**config.mk**
```make
export PLATFORM = sky130hd
export DESIGN_NAME = psum_shift_sum
export DESIGN_NICKNAME = d
export VERILOG_FILES = /design/src/rtl/psum_shift_sum.sv
export SDC_FILE = /design/constraint.sdc
export NUM_CORES = 1
export LEC_CHECK = 0
export ABC_AREA = 1
export BUFFER_PORTS_ARGS = -buffer_cell sky130_fd_sc_hd__buf_2
export CAP_MARGIN = 5
export CORE_ASPECT_RATIO = 1.25
export CORE_MARGIN = 8
export CORE_UTILIZATION = 39
export CTS_CLUSTER_SIZE = 25
export DETAILED_ROUTE_END_ITERATION = 6
export MAX_ROUTING_LAYER = met4
export SYNTH_ARGS = -nofsm -noshare
export SYNTH_HDL_FRONTEND = slang
export SYNTH_SLANG_ARGS = --single-unit
export TNS_END_PERCENT = 1
```
**constraint.sdc**
```tcl
create_clock -name i_clk -period 3 [get_ports i_clk]
set_input_delay 0.15 -clock i_clk [delete_from_list [all_inputs] [get_ports i_clk]]
set_output_delay 0.15 -clock i_clk [all_outputs]
set_load 0.02 [all_outputs]
```
**src/rtl/psum_shift_sum.sv**
```systemverilog
// psum_shift_sum: shift-and-accumulate stage behind the PE multiplier.
// Optional macro PSUM_SS_SAT_EN selects saturating adds; without it, D16 truncates and D32 wraps.
module psum_shift_sum #(
  parameter int PRODWD     = 16,
  parameter int ACCWD      = 32,
  parameter int SHTWD      = 5,
  parameter int PPADADDRWD = 4
) (
  input  logic                  i_clk,
  input  logic                  i_rst_n,
  input  logic                  i_clear,
  input  logic                  i_prod_rdy,
  output logic                  o_prod_ack,
  input  logic [PRODWD-1:0]     i_prod,
  input  logic                  i_resetsum,
  input  logic                  i_psumread,
  input  logic                  i_psumwrite,
  input  logic                  i_lstrow,
  input  logic                  i_psum_mode,
  input  logic [SHTWD-1:0]      i_sht_num,
  input  logic [PPADADDRWD-1:0] i_waddr,
  input  logic [ACCWD-1:0]      i_pp_rdata,
  output logic                  o_pp_write,
  output logic [PPADADDRWD-1:0] o_pp_waddr,
  output logic [ACCWD-1:0]      o_pp_wdata,
  output logic                  o_out_rdy,
  input  logic                  i_out_ack,
  output logic [ACCWD-1:0]      o_out_data,
  output logic [7:0]            o_wr_cnt
);

  // Handshakes: a product moves on the edge where i_prod_rdy && o_prod_ack;
  // a final psum moves on the edge where o_out_rdy && i_out_ack. Neither
  // valid ever depends combinationally on its own ready.
  typedef enum logic {OIDLE = 1'b0, OFULL = 1'b1} out_state_e;

  out_state_e            out_state_q, out_state_d;
  logic                  s1_valid_q, s1_valid_d;
  logic [ACCWD-1:0]      s1_val_q, s1_val_d;
  logic                  s1_resetsum_q, s1_resetsum_d;
  logic                  s1_psumread_q, s1_psumread_d;
  logic                  s1_psumwrite_q, s1_psumwrite_d;
  logic                  s1_lstrow_q, s1_lstrow_d;
  logic                  s1_mode_q, s1_mode_d;
  logic [PPADADDRWD-1:0] s1_waddr_q, s1_waddr_d;
  logic [ACCWD-1:0]      acc_q, acc_d;
  logic                  wr_pend_q, wr_pend_d;
  logic [PPADADDRWD-1:0] wr_addr_pend_q, wr_addr_pend_d;
  logic [ACCWD-1:0]      wr_data_pend_q, wr_data_pend_d;
  logic                  pp_write_q, pp_write_d;
  logic [PPADADDRWD-1:0] pp_waddr_q, pp_waddr_d;
  logic [ACCWD-1:0]      pp_wdata_q, pp_wdata_d;
  logic [ACCWD-1:0]      out_data_q, out_data_d;
  logic [7:0]            wr_cnt_q, wr_cnt_d;

  logic                  s1_stall;
  logic                  s1_adv;
  logic                  accept;
  logic                  out_load;
  logic [ACCWD-1:0]      prod_ext;
  logic [ACCWD-1:0]      shifted;
  logic [ACCWD-1:0]      base;
  logic [ACCWD-1:0]      sum;
  logic [ACCWD-1:0]      sum_d32;
  logic [ACCWD-1:0]      sum_d16;

  assign s1_stall   = s1_valid_q && s1_lstrow_q && s1_psumwrite_q &&
                      (out_state_q == OFULL) && !i_out_ack;
  assign o_prod_ack = !(s1_valid_q && s1_stall) && !i_clear;
  assign accept     = i_prod_rdy && o_prod_ack;
  assign s1_adv     = s1_valid_q && !s1_stall;
  assign out_load   = s1_adv && s1_psumwrite_q && s1_lstrow_q;

  // Shift amounts at or beyond the accumulator width flush the product to zero.
  always_comb begin
    prod_ext = {{(ACCWD-PRODWD){i_prod[PRODWD-1]}}, i_prod};
    shifted  = '0;
    if (int'(i_sht_num) < ACCWD) begin
      shifted = prod_ext << i_sht_num;
    end
  end

  assign base = s1_resetsum_q ? '0 : (s1_psumread_q ? i_pp_rdata : acc_q);

`ifdef PSUM_SS_SAT_EN
  logic [ACCWD:0] sum_ext;
  logic           d32_ovf;
  logic           d16_pos_ovf;
  logic           d16_neg_ovf;

  // The add is done one bit wider so both clamps see the exact signed sum.
  always_comb begin
    sum_ext     = {base[ACCWD-1], base} + {s1_val_q[ACCWD-1], s1_val_q};
    d32_ovf     = sum_ext[ACCWD] ^ sum_ext[ACCWD-1];
    d16_pos_ovf = !sum_ext[ACCWD] && (|sum_ext[ACCWD-1:15]);
    d16_neg_ovf = sum_ext[ACCWD] && !(&sum_ext[ACCWD-1:15]);
    sum_d32     = sum_ext[ACCWD-1:0];
    if (d32_ovf) begin
      sum_d32 = sum_ext[ACCWD] ? {1'b1, {(ACCWD-1){1'b0}}} : {1'b0, {(ACCWD-1){1'b1}}};
    end
    sum_d16 = {{(ACCWD-16){sum_ext[15]}}, sum_ext[15:0]};
    if (d16_pos_ovf) begin
      sum_d16 = {{(ACCWD-15){1'b0}}, {15{1'b1}}};
    end else if (d16_neg_ovf) begin
      sum_d16 = {{(ACCWD-15){1'b1}}, {15{1'b0}}};
    end
  end
`else
  logic [ACCWD-1:0] sum_w;

  always_comb begin
    sum_w   = base + s1_val_q;
    sum_d32 = sum_w;
    sum_d16 = {{(ACCWD-16){sum_w[15]}}, sum_w[15:0]};
  end
`endif

  assign sum = s1_mode_q ? sum_d16 : sum_d32;

  always_comb begin
    s1_valid_d     = s1_valid_q;
    s1_val_d       = s1_val_q;
    s1_resetsum_d  = s1_resetsum_q;
    s1_psumread_d  = s1_psumread_q;
    s1_psumwrite_d = s1_psumwrite_q;
    s1_lstrow_d    = s1_lstrow_q;
    s1_mode_d      = s1_mode_q;
    s1_waddr_d     = s1_waddr_q;
    acc_d          = acc_q;
    if (s1_adv) begin
      s1_valid_d = 1'b0;
      acc_d      = sum;
    end
    if (accept) begin
      s1_valid_d     = 1'b1;
      s1_val_d       = shifted;
      s1_resetsum_d  = i_resetsum;
      s1_psumread_d  = i_psumread;
      s1_psumwrite_d = i_psumwrite;
      s1_lstrow_d    = i_lstrow;
      s1_mode_d      = i_psum_mode;
      s1_waddr_d     = i_waddr;
    end
    if (i_clear) begin
      s1_valid_d = 1'b0;
      acc_d      = '0;
    end
  end

  // Pad writes sit one cycle in a pending register so they appear two cycles after acceptance.
  always_comb begin
    wr_pend_d      = s1_adv && s1_psumwrite_q && !s1_lstrow_q;
    wr_addr_pend_d = wr_addr_pend_q;
    wr_data_pend_d = wr_data_pend_q;
    if (wr_pend_d) begin
      wr_addr_pend_d = s1_waddr_q;
      wr_data_pend_d = sum;
    end
    pp_write_d = wr_pend_q;
    pp_waddr_d = pp_waddr_q;
    pp_wdata_d = pp_wdata_q;
    if (wr_pend_q) begin
      pp_waddr_d = wr_addr_pend_q;
      pp_wdata_d = wr_data_pend_q;
    end
    if (i_clear) begin
      wr_pend_d  = 1'b0;
      pp_write_d = 1'b0;
    end
  end

  always_comb begin
    out_state_d = out_state_q;
    out_data_d  = out_data_q;
    case (out_state_q)
      OIDLE: begin
        if (out_load) begin
          out_state_d = OFULL;
        end
      end
      OFULL: begin
        if (!out_load && i_out_ack) begin
          out_state_d = OIDLE;
        end
      end
      default: out_state_d = OIDLE;
    endcase
    if (out_load) begin
      out_data_d = sum;
    end
    if (i_clear) begin
      out_state_d = OIDLE;
    end
  end

  always_comb begin
    wr_cnt_d = wr_cnt_q + 8'(pp_write_d) + 8'(out_load);
    if (i_clear) begin
      wr_cnt_d = '0;
    end
  end

  always_ff @(posedge i_clk or negedge i_rst_n) begin
    if (!i_rst_n) begin
      out_state_q    <= OIDLE;
      s1_valid_q     <= 1'b0;
      s1_val_q       <= '0;
      s1_resetsum_q  <= 1'b0;
      s1_psumread_q  <= 1'b0;
      s1_psumwrite_q <= 1'b0;
      s1_lstrow_q    <= 1'b0;
      s1_mode_q      <= 1'b0;
      s1_waddr_q     <= '0;
      acc_q          <= '0;
      wr_pend_q      <= 1'b0;
      wr_addr_pend_q <= '0;
      wr_data_pend_q <= '0;
      pp_write_q     <= 1'b0;
      pp_waddr_q     <= '0;
      pp_wdata_q     <= '0;
      out_data_q     <= '0;
      wr_cnt_q       <= '0;
    end else begin
      out_state_q    <= out_state_d;
      s1_valid_q     <= s1_valid_d;
      s1_val_q       <= s1_val_d;
      s1_resetsum_q  <= s1_resetsum_d;
      s1_psumread_q  <= s1_psumread_d;
      s1_psumwrite_q <= s1_psumwrite_d;
      s1_lstrow_q    <= s1_lstrow_d;
      s1_mode_q      <= s1_mode_d;
      s1_waddr_q     <= s1_waddr_d;
      acc_q          <= acc_d;
      wr_pend_q      <= wr_pend_d;
      wr_addr_pend_q <= wr_addr_pend_d;
      wr_data_pend_q <= wr_data_pend_d;
      pp_write_q     <= pp_write_d;
      pp_waddr_q     <= pp_waddr_d;
      pp_wdata_q     <= pp_wdata_d;
      out_data_q     <= out_data_d;
      wr_cnt_q       <= wr_cnt_d;
    end
  end

  assign o_pp_write = pp_write_q;
  assign o_pp_waddr = pp_waddr_q;
  assign o_pp_wdata = pp_wdata_q;
  assign o_out_rdy  = (out_state_q == OFULL);
  assign o_out_data = out_data_q;
  assign o_wr_cnt   = wr_cnt_q;

endmodule

```
==> results.txt <==
status: finished, final reports clean
WHS Path Cells: 2
top-area cell type share of the netlist area: 43.4%
Post-CTS Setup Bufs: 0
Net count, final: 1785
Main synth FF type: dfrtp_1
commonest cells in the netlist: nand2_1, dfrtp_1, inv_1, o21ai_0, nor2_1
Vias/cell: 4.92
placed cell count: 2004
via count: 10100
post-route ant nets: 0
Num CTS Buffers: 17
EDFF count, synth: 0
IO Port Bufs: 145
Initial Util: 39.5%
leakage: 0.00712 uW
# DRC: 0
share of cells above drive strength 1: 13.8%
Clock Sinks: 189
Synth area leader: dfrtp_1
slew at the pin closest to its max-slew limit: 823 ps
top post-synthesis cells by area: dfrtp_1, nand2_1, inv_1, o21ai_0, ha_1
Synth Register Bits: 189
clock root buffer: clkbuf_16
Final Non-Filler Cells: 2047
CP Max Fanout: 32
peak supply drop: 0.325 mV
syn_area_per_cell: 7.04 sq um
initial antenna violation count: 0
vias in the first global route: 9938
Cell Pwr Density: 751 mW/mm^2
dpl hpwl: 25900 um
Bufs on Longest Clock Path: 2
Max-Cap Viols: 0
area of the mapped netlist: 0.0109 sq mm
worst reg2reg path depth: 16
core area: 0.0276 sq mm
Cells after Synth: 1548
Die H: 203 um
pin count of the biggest net entering global routing: 99
first-pass GRT wire length: 52500 um
Tmin final: 2800 ps
Setup crit start kind: flop
Post-Route WL: 33200 um
Final Util: 46.3%
CP Data Required Time: 3340 ps
Ports: 146
Overflow after GRT: 0
Area growth syn-to-layout: 17.1%
Critical Path AT: 3140 ps
Die ar.: 0.0336 sq mm
first-pass detailed-route iteration total: 6
Fmax achieved: 357 MHz
Synth Warn #: 0
Final GP Congestion: 0.917
wire per inst: 16.2 um
worst skew pair latency: 450 ps
clock skew: 11.6 ps
setup TNS: 0 ps
fin crit share: 93.4%
Clock transition at path regs: 70 ps
CTS tree: yes
count leader, synth: nand2_1
Final Hold Viols: 0
Rel. slew slack: 45.0%
Slew Viols, Final: 0
Hold Path Class: in2reg
total power: 9580 uW
Overall Global Routing Usage: 20.5%
syn nets: 1649
Diodes inserted: 0
row count: 68
CP Capture Type: flop
post-synthesis sequential area ratio: 43.4%
R2R setup slack: 200 ps
RSZ-0062 raised after global routing: false
DRT iter0 DRCs: 634
share of synthesized registers carrying an async set or reset: 100%
post-synthesis cell type count: 45
Die W: 166 um
Final setup violation count: 0
H-tree levels: 4
Setup CP Type: reg2reg
## metal layers
layer  global-route usage [%]  part of all wire (%)  up-vias
met5                        -                     0        -
met4                     9.30                   4.3        0
met3                     2.63                   5.1       72
met2                     33.4                    48      278
met1                     24.9                    43     4604
li1                         -                     -     5121
## critical path, stage by stage (launching register included)
cell      delay (ps)
dfrtp_1          380
inv_1            110
buf_12           190
o21ai_0           90
a21oi_1          210
ha_1             350
nand2_1          190
inv_1             60
nand2_1           60
nand2_1           70
nand3b_1         290
nand2_1          200
nand3_1           90
nand3_1          140
nand2_1          140
nand2_1           80
nand2_1           50
## per-stage QoR
stage / setup WS, ps / hold slack [ps] / instance area (sq um)
detailed placement: 184 / 301 / 12000
floorplan: 309 / -146 / 10900
global placement: 186 / 301 / 12000
CTS: 171 / 4.23 / 12700
finish: 199 / 24.3 / 12800
global route: 8.69 / 21.5 / 12800
## logic make-up after synthesis
logic type,count (synthesis),synth area share [%]
multiplexers,2,0.184
flip-flops,189,43.4
AO/OA/AOI/OAI,220,11.0
AND/OR/NAND/NOR,857,31.8
adder cells (fa/ha/maj),34,4.04
XOR/XNOR,15,1.38
buffers and inverters,231,8.28
## where the power goes
part | switching, uW | internal (uW)
clock | 1100 | 1260
sequential | 462 | 3320
combinational | 2290 | 1160
total | 3850 | 5730
## worst paths after layout
path                                    start            endpoint
worst max-delay path            s1_psumread_q  wr_data_pend_q[27]
worst min-delay path                  i_clear         o_wr_cnt[1]
worst max register to register  s1_psumread_q  wr_data_pend_q[27]
worst min register to register  o_pp_wdata[9]       o_pp_wdata[9]
max in group asynchronous             i_rst_n        s1_val_q[27]
min in group asynchronous             i_rst_n       o_pp_wdata[7]
## placed cells by master (no fill, tap or decap), drive strengths merged, types with 3 or more instances in the layout
cell type    count
nand2          683
dfrtp          189
inv            177
buf            164
o21ai          134
nor2            93
nand3           59
a21oi           46
ha              32
clkbuf          18
o22ai           14
xnor2           11
dlygate4sd3     11
o211ai          10
nor3             7
clkinv           6
a22oi            5
a22o             4
nand3b           4
xor2             4
or2              4
o21bai           3
nand4            3
and2             3
## area by class of cell
class	count	area, sq um
fillers	2882	14800
multi-input cells	1128	5300
flip-flops and latches	189	4730
repair buffers	176	1040
inverters	172	646
well taps	350	438
clock buffers	17	425
clock inverters	15	179
## state kept, by name, indices dropped and copies added, names as in the netlist
name            flops
o_pp_wdata         32
s1_resetsum_q       1
o_pp_write          1
s1_psumwrite_q      1
o_out_rdy           1
wr_addr_pend_q      4
s1_valid_q          1
s1_waddr_q          4
s1_psumread_q       1
o_wr_cnt            8
wr_data_pend_q     32
s1_lstrow_q         1
o_pp_waddr          4
o_out_data         32
acc_q              32
wr_pend_q           1
s1_val_q           32
s1_mode_q           1
## timing repair
| action | 4_1_cts | 5_1_grt |
|---|---|---|
| setup endpoints to repair | 0 | 27 |
| hold endpoints to repair | 106 | 0 |
| hold buffers | 11 | 0 |
| resized for setup | 0 | 6 |
Power figures use the tool's default switching activity.
